File: config.mk
export PLATFORM = sky130hd
export DESIGN_NAME = vga_screen_sequencer
export DESIGN_NICKNAME = d
export VERILOG_FILES = /design/src/rtl/vga_pkg.sv /design/src/rtl/vga_timing_gen.sv /design/src/rtl/vga_screen_sequencer.sv
export SDC_FILE = /design/constraint.sdc
export NUM_CORES = 1
export LEC_CHECK = 0
export ABC_AREA = 1
export CORE_MARGIN = 3
export CORE_UTILIZATION = 46
export CTS_CLUSTER_DIAMETER = 100
export CTS_CLUSTER_SIZE = 8
export DETAILED_ROUTE_END_ITERATION = 10
export HOLD_SLACK_MARGIN = 0.08
export PLACE_DENSITY = 0.79
export SLEW_MARGIN = 20
export SYNTH_ARGS = -nofsm -noshare
export SYNTH_HDL_FRONTEND = slang
export SYNTH_SLANG_ARGS = --single-unit
File: constraint.sdc
create_clock -name clk_100MHz -period 2.48 [get_ports clk_100MHz]
set_clock_uncertainty 0.05 [all_clocks]
set_input_delay 0.372 -clock clk_100MHz [delete_from_list [all_inputs] [get_ports clk_100MHz]]
set_output_delay 0.372 -clock clk_100MHz [all_outputs]
set_load 0.01 [all_outputs]
File: src/rtl/vga_pkg.sv
// Shared timing defaults, sequencer state encoding and a constant-width helper
// for the VGA screen sequencer.
package vga_pkg;

    localparam int PIX_DIV_DEF = 4;
    localparam int H_DISP_DEF  = 640;
    localparam int H_FP_DEF    = 16;
    localparam int H_SYNC_DEF  = 96;
    localparam int H_BP_DEF    = 48;
    localparam int V_DISP_DEF  = 480;
    localparam int V_FP_DEF    = 10;
    localparam int V_SYNC_DEF  = 2;
    localparam int V_BP_DEF    = 33;

    typedef enum logic [1:0] {
        ST_SHOW  = 2'd0,
        ST_PEND  = 2'd1,
        ST_BLANK = 2'd2,
        ST_SWAP  = 2'd3
    } scr_state_e;

    // Bits needed to hold 0..value-1, never less than one.
    function automatic int clog2(input int value);
        int result;
        result = 0;
        for (int i = 0; i < 31; i++) begin
            if ((1 << i) < value) begin
                result = i + 1;
            end
        end
        if (result < 1) begin
            result = 1;
        end
        return result;
    endfunction

endpackage

File: src/rtl/vga_timing_gen.sv
// Pixel-clock divider, pixel/line counters and registered sync generation.
// All outputs change together on the edge that advances the pixel.
module vga_timing_gen
    import vga_pkg::*;
#(
    parameter int PIX_DIV = PIX_DIV_DEF,
    parameter int H_DISP  = H_DISP_DEF,
    parameter int H_FP    = H_FP_DEF,
    parameter int H_SYNC  = H_SYNC_DEF,
    parameter int H_BP    = H_BP_DEF,
    parameter int V_DISP  = V_DISP_DEF,
    parameter int V_FP    = V_FP_DEF,
    parameter int V_SYNC  = V_SYNC_DEF,
    parameter int V_BP    = V_BP_DEF
) (
    input  logic       clk,
    input  logic       rst_n,
    output logic       p_tick,
    output logic       hsync,
    output logic       vsync,
    output logic       video_on,
    output logic       frame_start,
    output logic [9:0] pixel_x,
    output logic [9:0] pixel_y
);

    localparam int H_TOTAL = H_DISP + H_FP + H_SYNC + H_BP;
    localparam int V_TOTAL = V_DISP + V_FP + V_SYNC + V_BP;
    localparam int DIV_W   = clog2(PIX_DIV);

    logic [DIV_W-1:0] div_q, div_d;
    logic [9:0]       x_q, x_d;
    logic [9:0]       y_q, y_d;
    logic             hsync_q, hsync_d;
    logic             vsync_q, vsync_d;
    logic             p_tick_q, p_tick_d;
    logic             frame_start_q, frame_start_d;
    logic             tick_en;

    always_comb begin
        tick_en = (div_q == DIV_W'(PIX_DIV - 1));
        div_d   = tick_en ? '0 : div_q + 1'b1;
        x_d     = x_q;
        y_d     = y_q;
        if (tick_en) begin
            if (x_q == 10'(H_TOTAL - 1)) begin
                x_d = '0;
                y_d = (y_q == 10'(V_TOTAL - 1)) ? '0 : y_q + 10'd1;
            end else begin
                x_d = x_q + 10'd1;
            end
        end
        // Syncs are decoded from the next count so they line up with pixel_x/y.
        hsync_d       = !((x_d >= 10'(H_DISP + H_FP)) && (x_d <= 10'(H_DISP + H_FP + H_SYNC - 1)));
        vsync_d       = !((y_d >= 10'(V_DISP + V_FP)) && (y_d <= 10'(V_DISP + V_FP + V_SYNC - 1)));
        p_tick_d      = tick_en;
        frame_start_d = tick_en && (x_d == 10'd0) && (y_d == 10'd0);
    end

    always_ff @(posedge clk or negedge rst_n) begin
        if (!rst_n) begin
            div_q         <= '0;
            x_q           <= '0;
            y_q           <= '0;
            hsync_q       <= 1'b1;
            vsync_q       <= 1'b1;
            p_tick_q      <= 1'b0;
            frame_start_q <= 1'b0;
        end else begin
            div_q         <= div_d;
            x_q           <= x_d;
            y_q           <= y_d;
            hsync_q       <= hsync_d;
            vsync_q       <= vsync_d;
            p_tick_q      <= p_tick_d;
            frame_start_q <= frame_start_d;
        end
    end

    assign p_tick      = p_tick_q;
    assign hsync       = hsync_q;
    assign vsync       = vsync_q;
    assign frame_start = frame_start_q;
    assign pixel_x     = x_q;
    assign pixel_y     = y_q;
    assign video_on    = (x_q < 10'(H_DISP)) && (y_q < 10'(V_DISP));

endmodule

File: src/rtl/vga_screen_sequencer.sv
// VGA screen sequencer: selects one of NUM_SCREENS sources and switches between
// them only on frame boundaries, inserting BLANK_FRAMES black frames per switch.
module vga_screen_sequencer
    import vga_pkg::*;
#(
    parameter int NUM_SCREENS  = 3,
    parameter int RGB_W        = 3,
    parameter int ADDR_W       = 11,
    parameter int PIX_DIV      = PIX_DIV_DEF,
    parameter int H_DISP       = H_DISP_DEF,
    parameter int H_FP         = H_FP_DEF,
    parameter int H_SYNC       = H_SYNC_DEF,
    parameter int H_BP         = H_BP_DEF,
    parameter int V_DISP       = V_DISP_DEF,
    parameter int V_FP         = V_FP_DEF,
    parameter int V_SYNC       = V_SYNC_DEF,
    parameter int V_BP         = V_BP_DEF,
    parameter int BLANK_FRAMES = 2
) (
    input  logic                          clk_100MHz,
    input  logic                          reset_n,
    input  logic [NUM_SCREENS-1:0]        scr_req,
    input  logic [NUM_SCREENS*RGB_W-1:0]  scr_rgb,
    input  logic [NUM_SCREENS*ADDR_W-1:0] scr_rom_addr,
    output logic                          hsync,
    output logic                          vsync,
    output logic                          video_on,
    output logic                          p_tick,
    output logic [9:0]                    pixel_x,
    output logic [9:0]                    pixel_y,
    output logic                          frame_start,
    output logic [ADDR_W-1:0]             rom_addr,
    output logic [RGB_W-1:0]              rgb,
    output logic [2:0]                    active_scr,
    output logic                          switching
);

    scr_state_e       state_q, state_d;
    logic [2:0]       target_q, target_d;
    logic [2:0]       active_q, active_d;
    logic [3:0]       blank_cnt_q, blank_cnt_d;
    logic [RGB_W-1:0] rgb_q, rgb_d;
    logic             req_hit;
    logic [2:0]       req_idx;
    logic [2:0]       src_idx;

    vga_timing_gen #(
        .PIX_DIV (PIX_DIV),
        .H_DISP  (H_DISP),
        .H_FP    (H_FP),
        .H_SYNC  (H_SYNC),
        .H_BP    (H_BP),
        .V_DISP  (V_DISP),
        .V_FP    (V_FP),
        .V_SYNC  (V_SYNC),
        .V_BP    (V_BP)
    ) u_timing (
        .clk         (clk_100MHz),
        .rst_n       (reset_n),
        .p_tick      (p_tick),
        .hsync       (hsync),
        .vsync       (vsync),
        .video_on    (video_on),
        .frame_start (frame_start),
        .pixel_x     (pixel_x),
        .pixel_y     (pixel_y)
    );

    // Lowest requested index other than the screen already on display.
    always_comb begin
        req_hit = 1'b0;
        req_idx = '0;
        for (int i = NUM_SCREENS - 1; i >= 0; i--) begin
            if (scr_req[i] && (int'(active_q) != i)) begin
                req_hit = 1'b1;
                req_idx = 3'(i);
            end
        end
    end

    always_comb begin
        state_d     = state_q;
        target_d    = target_q;
        active_d    = active_q;
        blank_cnt_d = blank_cnt_q;
        case (state_q)
            ST_SHOW: begin
                if (req_hit) begin
                    target_d = req_idx;
                    state_d  = ST_PEND;
                end
            end
            ST_PEND: begin
                if (req_hit) begin
                    target_d = req_idx;
                end
                if (frame_start) begin
                    state_d     = ST_BLANK;
                    blank_cnt_d = '0;
                end
            end
            ST_BLANK: begin
                if (req_hit) begin
                    target_d = req_idx;
                end
                if (frame_start) begin
                    if (blank_cnt_q == 4'(BLANK_FRAMES - 1)) begin
                        state_d = ST_SWAP;
                    end else begin
                        blank_cnt_d = blank_cnt_q + 4'd1;
                    end
                end
            end
            ST_SWAP: begin
                active_d = target_q;
                state_d  = ST_SHOW;
            end
            default: state_d = ST_SHOW;
        endcase
    end

    // The first pixel after the last blank frame already belongs to the target.
    always_comb begin
        src_idx = (state_q == ST_BLANK) ? target_d : active_q;
        rgb_d   = rgb_q;
        if (p_tick) begin
            rgb_d = '0;
            if (video_on && (state_d != ST_BLANK)) begin
                for (int i = 0; i < NUM_SCREENS; i++) begin
                    if (int'(src_idx) == i) begin
                        rgb_d = scr_rgb[i*RGB_W +: RGB_W];
                    end
                end
            end
        end
    end

    always_comb begin
        rom_addr = scr_rom_addr[ADDR_W-1:0];
        for (int i = 0; i < NUM_SCREENS; i++) begin
            if (int'(active_q) == i) begin
                rom_addr = scr_rom_addr[i*ADDR_W +: ADDR_W];
            end
        end
    end

    always_ff @(posedge clk_100MHz or negedge reset_n) begin
        if (!reset_n) begin
            state_q     <= ST_SHOW;
            target_q    <= '0;
            active_q    <= '0;
            blank_cnt_q <= '0;
            rgb_q       <= '0;
        end else begin
            state_q     <= state_d;
            target_q    <= target_d;
            active_q    <= active_d;
            blank_cnt_q <= blank_cnt_d;
            rgb_q       <= rgb_d;
        end
    end

    assign rgb        = rgb_q;
    assign active_scr = active_q;
    assign switching  = (state_q != ST_SHOW);

endmodule

==> flow_metrics.py, run 1 <==
metrics = {
    "yosys": {
        "synthDominantAreaCellType": "sky130_fd_sc_hd__dfrtp_1",
        "synth.avg_cell_area_um2": 6.862,
        "synth-main-ff-cell": "sky130_fd_sc_hd__dfrtp_1",
        "most_instantiated_library_cell_after_synthesis": "sky130_fd_sc_hd__nand2_1",
        "synth.yosys.seq_area_share_pct": 38.23,
        "synth.yosys.warnings": 0,
        "number_of_synthesized_flops_with_an_enable_pin": 0,
        "synth_top_area_share_pct": 36.28,
        "synth.ff_latch_count": 41,
        "synth_nets": 445,
        "synthesis.instances": 392,
        "mappedNetlistArea_um2": 2690,
        "synthTopCellsByCount": "sky130_fd_sc_hd__nand2_1 (126), sky130_fd_sc_hd__inv_1 (58), sky130_fd_sc_hd__nor2_1 (47)",
        "synth_async_sr_flop_share_pct": 100.0,
        "synth.lib_cells_used.distinct": 35,
        "post_synth_main_area_contributors": "sky130_fd_sc_hd__dfrtp_1 (36%), sky130_fd_sc_hd__nand2_1 (18%), sky130_fd_sc_hd__inv_1 (8.1%), sky130_fd_sc_hd__nor2_1 (6.6%), sky130_fd_sc_hd__nand3_1 (5.6%)",
    },
    "layout": {
        "ff_latch_area_um2": 1028,
        "area_used_by_multi_input_combinational_logic_um2": 1413,
        "diodes": 0,
        "final_layout_size_suffix_gt1_share_pct": 8.008,
        "finish.net_count": 539,
        "syn_to_final_growth_pct": 40.46,
        "fillcell_total": 507,
    },
    "sta": {
        "maxSlewViolCount": 0,
        "maximum_clock_frequency_mhz": 424.6,
        "layout_min_cycle_time_ns": 2.355,
        "post_route_setup_tns_ns": 0,
        "finalSetupViolations": 0,
        "max_slew_headroom_pct": 40.33,
        "finalHoldViolations": 0,
        "fin_ws_ns": 0.1247,
        "worst-slew-pin-transition_ns": 0.8951,
        "final_period_util_pct": 94.97,
    },
    "global_route": {
        "overflow": 0,
        "grt_pass1_vias": 2671,
        "wire_length_of_the_first_global_routing_pass_mm": 11.74,
        "aggregate_global_route_resource_usage_pct": 22.18,
        "grt_max_degree": 42,
        "number_of_antenna_violations_at_the_first_check_in_global_routing": 0,
    },
    "detailed_routing": {
        "detail_route.drc_violations": 0,
        "num_vias": 2799,
        "drt_pre_antenna_iters": 4,
        "detail_route.vias_per_cell": 5.007,
        "finalWirelength_mm": 7.315,
        "drt.antenna.violating_nets": 0,
        "drt_iter0_drc": 120,
        "routed_wire_length_per_instance_um": 13.09,
    },
    "power": {
        "netSwitchingPower_mw": 0.2830,
        "clkPwrFrac_pct": 37.5,
        "power.total_mw": 1.299,
        "combPwrFrac_pct": 10.6,
        "power.leakage_nw": 1.902,
        "seqPwrFrac_pct": 52.0,
        "pwr_density_nw_per_um2": 343.7,
        "p_int_mw": 1.016,
        "max-vdd-ir-drop_mv": 0.3890,
        "switching_part_of_the_total_power_pct": 21.79,
    },
    "clock_tree": {
        "cts_h_tree_depth": 2,
        "clock_tree_from_tritoncts": "yes",
        "clk_path_buf_depth": 2,
        "clk_pin_slew_ns": 0.08,
        "worst_skew_pair.late_latency_ns": 0.29,
        "cts.sinks": 41,
        "cts-root-buf": "sky130_fd_sc_hd__clkbuf_8",
        "cts_resized": 0,
        "post_cts_buffers": 0,
        "hold_buffers": 0,
        "cts_made_buffers": 5,
    },
    "worst_setup_path": {
        "critical_path_arrival_ns": 1.93,
        "regToRegStartpoint": "u_timing.div_q[0]",
        "critical_path_required_ns": 2.06,
        "critical_path.startpoint_type": "flop",
        "critPathCaptureType": "output pin",
        "critical_path_class": "reg -> out",
        "worstSetupStartpoint": "active_scr[0]",
        "critical_path_peak_fanout": 25,
    },
    "die": {
        "die_height_um": 82.47,
        "placeableCoreArea_um2": 5574,
        "die_area_um2": 6801,
        "fp.dieW_um": 82.47,
        "placementRows": 27,
        "initial_core_util_pct": 48.26,
        "ioPinCount": 90,
    },
    "place": {
        "routabilityCongestion": 0.9170,
        "detailedPlace.worstSlack_ns": 0.3483,
        "port-buffer-count": 89,
        "hpwlAfterDp_mm": 5.815,
    },
    "hold_path": {
        "worstHoldPathType": "in -> async",
    },
    "outcome": {
        "outcome": "finished, final reports clean",
    },
    "flow_run": {
        "drv_cap": 0,
    },
}
==> path summary, 6_finish.rpt <==
path                       slack (ns)  cells after the start              endpoint
max in group asynchronous        1.67                      1   u_timing.pixel_y[0]
min reg2reg                      0.39                      1     u_timing.div_q[0]
max reg2reg                      0.39                     11  u_timing.frame_start
min in group clk_100MHz          0.39                      1     u_timing.div_q[0]
min                              0.14                      1        blank_cnt_q[1]
max                              0.12                      6           rom_addr[4]
==> layout by cell type, fill, tap and decap left out, drive strengths merged <==
cell | synthesis | layout
a21o | 1 | 1
a21oi | 6 | 6
a31oi | 12 | 12
buf | 1 | 4
clkbuf | 4 | 7
clkdlybuf4s50 | 0 | 88
clkinv | 2 | 3
dfrtp | 39 | 39
dfstp | 2 | 2
ha | 6 | 6
inv | 60 | 60
mux2i | 1 | 1
nand2 | 130 | 130
nand3 | 36 | 36
nand4 | 9 | 9
nor2 | 52 | 52
nor3 | 5 | 5
o2111ai | 1 | 1
o211ai | 1 | 1
o21a | 1 | 1
o21ai | 16 | 16
o21bai | 1 | 1
o22ai | 1 | 1
or2 | 3 | 3
xor2 | 2 | 2
==> area by class of cell <==
cell class	instances	area share (%)
Multi-Input combinational cell	284	37.38
Clock buffer	7	2.550
Timing Repair Buffer	92	24.14
Inverter	62	6.192
Sequential cell	41	27.22
Tap cell	72	2.384
Clock inverter	1	0.1325
==> flip-flops by register name, summed over array words and instances, names as in the netlist <==
register / count
u_timing.div_q: 2
u_timing.p_tick: 1
u_timing.hsync: 1
u_timing.pixel_y: 10
blank_cnt_q: 4
state_q: 2
u_timing.pixel_x: 10
rgb: 3
u_timing.frame_start: 1
u_timing.vsync: 1
active_scr: 3
target_q: 3
==> critical path, cell delays in order (launching register included) <==
cell                              delay (ns)
sky130_fd_sc_hd__dfrtp_1                0.42
sky130_fd_sc_hd__inv_1                  0.11
sky130_fd_sc_hd__nand3_1                0.11
sky130_fd_sc_hd__buf_6                  0.21
sky130_fd_sc_hd__nor2_1                 0.07
sky130_fd_sc_hd__a31oi_1                0.15
sky130_fd_sc_hd__clkdlybuf4s50_1        0.57
==> per-layer routing <==
layer | GRT usage, % | wire length [um]
met5 | 0 | 0
met4 | 7.807 | 93
met3 | 5.423 | 404
met2 | 38.22 | 3653
met1 | 26.79 | 3164
==> per-stage QoR <==
stage,hold slack [ns],utilization (%),area (um2),std cells
global placement,0.3634,65.81,3669,551
detailed placement,0.3789,65.81,3669,551
finish,0.1440,67.79,3779,559
global route,0.2082,67.79,3779,559
floorplan,0.02641,-,2690,392
CTS,0.1776,67.63,3770,559
==> power by group through the flow <==
| stage | Sequential (mW) | Clock [mW] | Combinational, mW |
|---|---|---|---|
| floorplan | 0.689 | 0 | 0.0260 |
| global placement | 0.688 | 0 | 0.137 |
| detailed placement | 0.689 | 0 | 0.139 |
| CTS | 0.675 | 0.500 | 0.139 |
| global route | 0.676 | 0.527 | 0.150 |
| finish | 0.675 | 0.486 | 0.137 |
==> cell families after synthesis <==
group | synth area share (%)
flops | 38.23
compound gates | 8.605
simple gates | 39.91
buf+inv | 9.441
fa+ha+maj | 2.791
xor+xnor | 0.6513
mux | 0.3721
No activity file was read; power rests on OpenSTA's default activity.
==> run 2, diff against run 1 <==
- CORE_MARGIN: 3 -> 4
==> run 2 against run 1 <==
Against the previous run: utilization is 0.79 points higher; wire length increased by 5.2%; die area grew 4.9%; combinational power about the same; flip-flop and latch count is the same; sequential power is essentially flat; worst hold slack got worse by 0.012 ns; critical endpoint is now rom_addr[2]; largest cell class unchanged; largest power group unchanged.
==> flow_metrics.py, run 2 (same netlist as run 1, synthesis figures left out) <==
metrics = {
    "worst_setup_path": {
        "worst_path_largest_cell_delay_ns": 0.56,
        "cp_max_stage_cell": "sky130_fd_sc_hd__clkdlybuf4s50_1",
        "regToRegStartpoint": "u_timing.div_q[0]",
        "critical_path_required_ns": 2.06,
        "critical_path_arrival_ns": 1.93,
        "worstSetupStartpoint": "active_scr[0]",
        "regToRegSetupSlack_ns": 0.41,
        "critical_path_peak_fanout": 25,
        "critical_path.startpoint_type": "flop",
        "critPathCaptureType": "output pin",
        "worst_path_buffer_plus_inverter_count": 3,
        "r2r_end": "u_timing.frame_start",
        "r2r_cells": 11,
        "crit_chain": "inv_1, nand3_1, buf_4, nor2_1, a31oi_1, clkdlybuf4s50_1",
        "critical_path_class": "reg -> out",
        "worst_path_dominant_cell_family": "buffers and inverters",
    },
    "layout": {
        "finish.net_count": 538,
        "final_layout_size_suffix_gt1_share_pct": 8.025,
        "mostFrequentLayoutCell": "sky130_fd_sc_hd__nand2_1",
        "syn_to_final_growth_pct": 42.09,
        "postLayoutCoreUtil_pct": 68.57,
        "fin_cells": 558,
        "diodes": 0,
        "most_used_cells_in_the_layout_excluding_fill_and_tap_cells": "sky130_fd_sc_hd__nand2_1 (126), sky130_fd_sc_hd__clkdlybuf4s50_1 (84), sky130_fd_sc_hd__inv_1 (57)",
    },
    "global_route": {
        "overflow": 0,
        "wire_length_of_the_first_global_routing_pass_mm": 12.65,
        "number_of_antenna_violations_at_the_first_check_in_global_routing": 0,
        "aggregate_global_route_resource_usage_pct": 21.57,
        "grt_pass1_vias": 2743,
        "grt_max_degree": 42,
    },
    "detailed_routing": {
        "finalWirelength_mm": 7.698,
        "routed_wire_length_per_instance_um": 13.80,
        "drt_iter0_drc": 126,
        "drt.antenna.violating_nets": 0,
        "detail_route.vias_per_cell": 5.072,
        "detail_route.drc_violations": 0,
        "drt_pre_antenna_iters": 4,
        "num_vias": 2830,
    },
    "hold_path": {
        "worstHoldPathType": "in -> async",
    },
    "die": {
        "die_area_um2": 7135,
        "initial_core_util_pct": 48.26,
        "placementRows": 27,
        "fp.dieW_um": 84.47,
        "die_height_um": 84.47,
        "ioPinCount": 90,
        "placeableCoreArea_um2": 5574,
    },
    "clock_tree": {
        "clk_pin_slew_ns": 0.09,
        "worst_skew_pair.late_latency_ns": 0.30,
        "cts-root-buf": "sky130_fd_sc_hd__clkbuf_8",
        "clk_path_buf_depth": 2,
        "post_cts_buffers": 0,
        "clock_tree_from_tritoncts": "yes",
        "cts_made_buffers": 5,
        "cts_h_tree_depth": 2,
        "cts.sinks": 41,
    },
    "power": {
        "power.leakage_nw": 1.945,
        "seqPwrFrac_pct": 45.7,
        "p_int_mw": 1.169,
        "netSwitchingPower_mw": 0.3091,
        "max-vdd-ir-drop_mv": 0.2697,
        "pwr_density_nw_per_um2": 386.7,
        "combPwrFrac_pct": 9.3,
        "switching_part_of_the_total_power_pct": 20.91,
        "clkPwrFrac_pct": 45.1,
    },
    "outcome": {
        "outcome": "finished, final reports clean",
    },
    "sta": {
        "maximum_clock_frequency_mhz": 425.5,
        "final_period_util_pct": 94.77,
        "fin_ws_ns": 0.1298,
        "finalHoldViolations": 0,
        "layout_min_cycle_time_ns": 2.350,
        "finalSetupViolations": 0,
        "maxSlewViolCount": 0,
        "worst-slew-pin-transition_ns": 0.8852,
        "max_slew_headroom_pct": 40.99,
        "hold-worst-slack_ns": 0.1322,
    },
    "place": {
        "dp.cells": 550,
        "port-buffer-count": 89,
        "routabilityCongestion": 0.9271,
        "hpwlAfterDp_mm": 5.936,
        "detailedPlace.worstSlack_ns": 0.2930,
    },
    "flow_run": {
        "drv_cap": 0,
    },
}
run 2: cell types whose count changed in the layout (fill, tap and decap cells not counted), moves of 2 or more:
cell                              previous run  this run
sky130_fd_sc_hd__clkdlybuf4s50_1            88        84
sky130_fd_sc_hd__dlymetal6s2s_1              0         4
sky130_fd_sc_hd__bufinv_16                   0         2
sky130_fd_sc_hd__clkbuf_8                    7         5
run 2: routing by layer:
layer,share of wire (%),up-vias,global-route usage (%)
met5,0,-,0
met4,2.8,0,6.475
li1,-,1422,-
met1,41,1286,26.49
met2,50,102,37.80
met3,6.0,20,4.809
run 2: worst max-delay path by stage:
| stage | to | slack, ns | cells past startpoint |
|---|---|---|---|
| 2_1_floorplan | u_timing.vsync | 0.66 | 10 |
| 3_3_place_gp | u_timing.vsync | 0.34 | 10 |
| 3_5_place_dp | u_timing.vsync | 0.29 | 10 |
| 4_1_cts | rom_addr[7] | 0.02 | 6 |
| 5_1_grt | rom_addr[3] | -0.007 | 6 |
| 6_report | rom_addr[2] | 0.13 | 6 |
run 2: final cells by class:
class	count	area (um2)
sequential	41	1028
clock buffer	5	68.82
multi-input combinational	284	1415
inverter	62	236.5
fill	487	1752
clock inverter	3	68.82
timing repair buffer	91	914.6
tap	72	90.09
run 2: what timing repair did:
action                                  4_1_cts  5_1_grt
gates resized for setup                       0        9
hold buffers                                  0        0
endpoints found under the setup margin        0       14
run 2: metrics by stage:
stage	cell area (um2)	total power, mW	setup TNS (ns)
final	3822	1.478	0
after global routing	3822	1.536	-0.01405
after CTS	3799	1.501	0
after detailed placement	3661	0.8272	0
after global placement	3661	0.8260	0
after floorplan	2690	0.7152	0
run 2: power groups by stage:
stage	clock (mW)	sequential, mW	combinational (mW)
after floorplan	0	0.689	0.0260
after global placement	0	0.688	0.138
after detailed placement	0	0.688	0.139
after CTS	0.686	0.675	0.140
after global routing	0.711	0.676	0.150
final	0.666	0.675	0.137
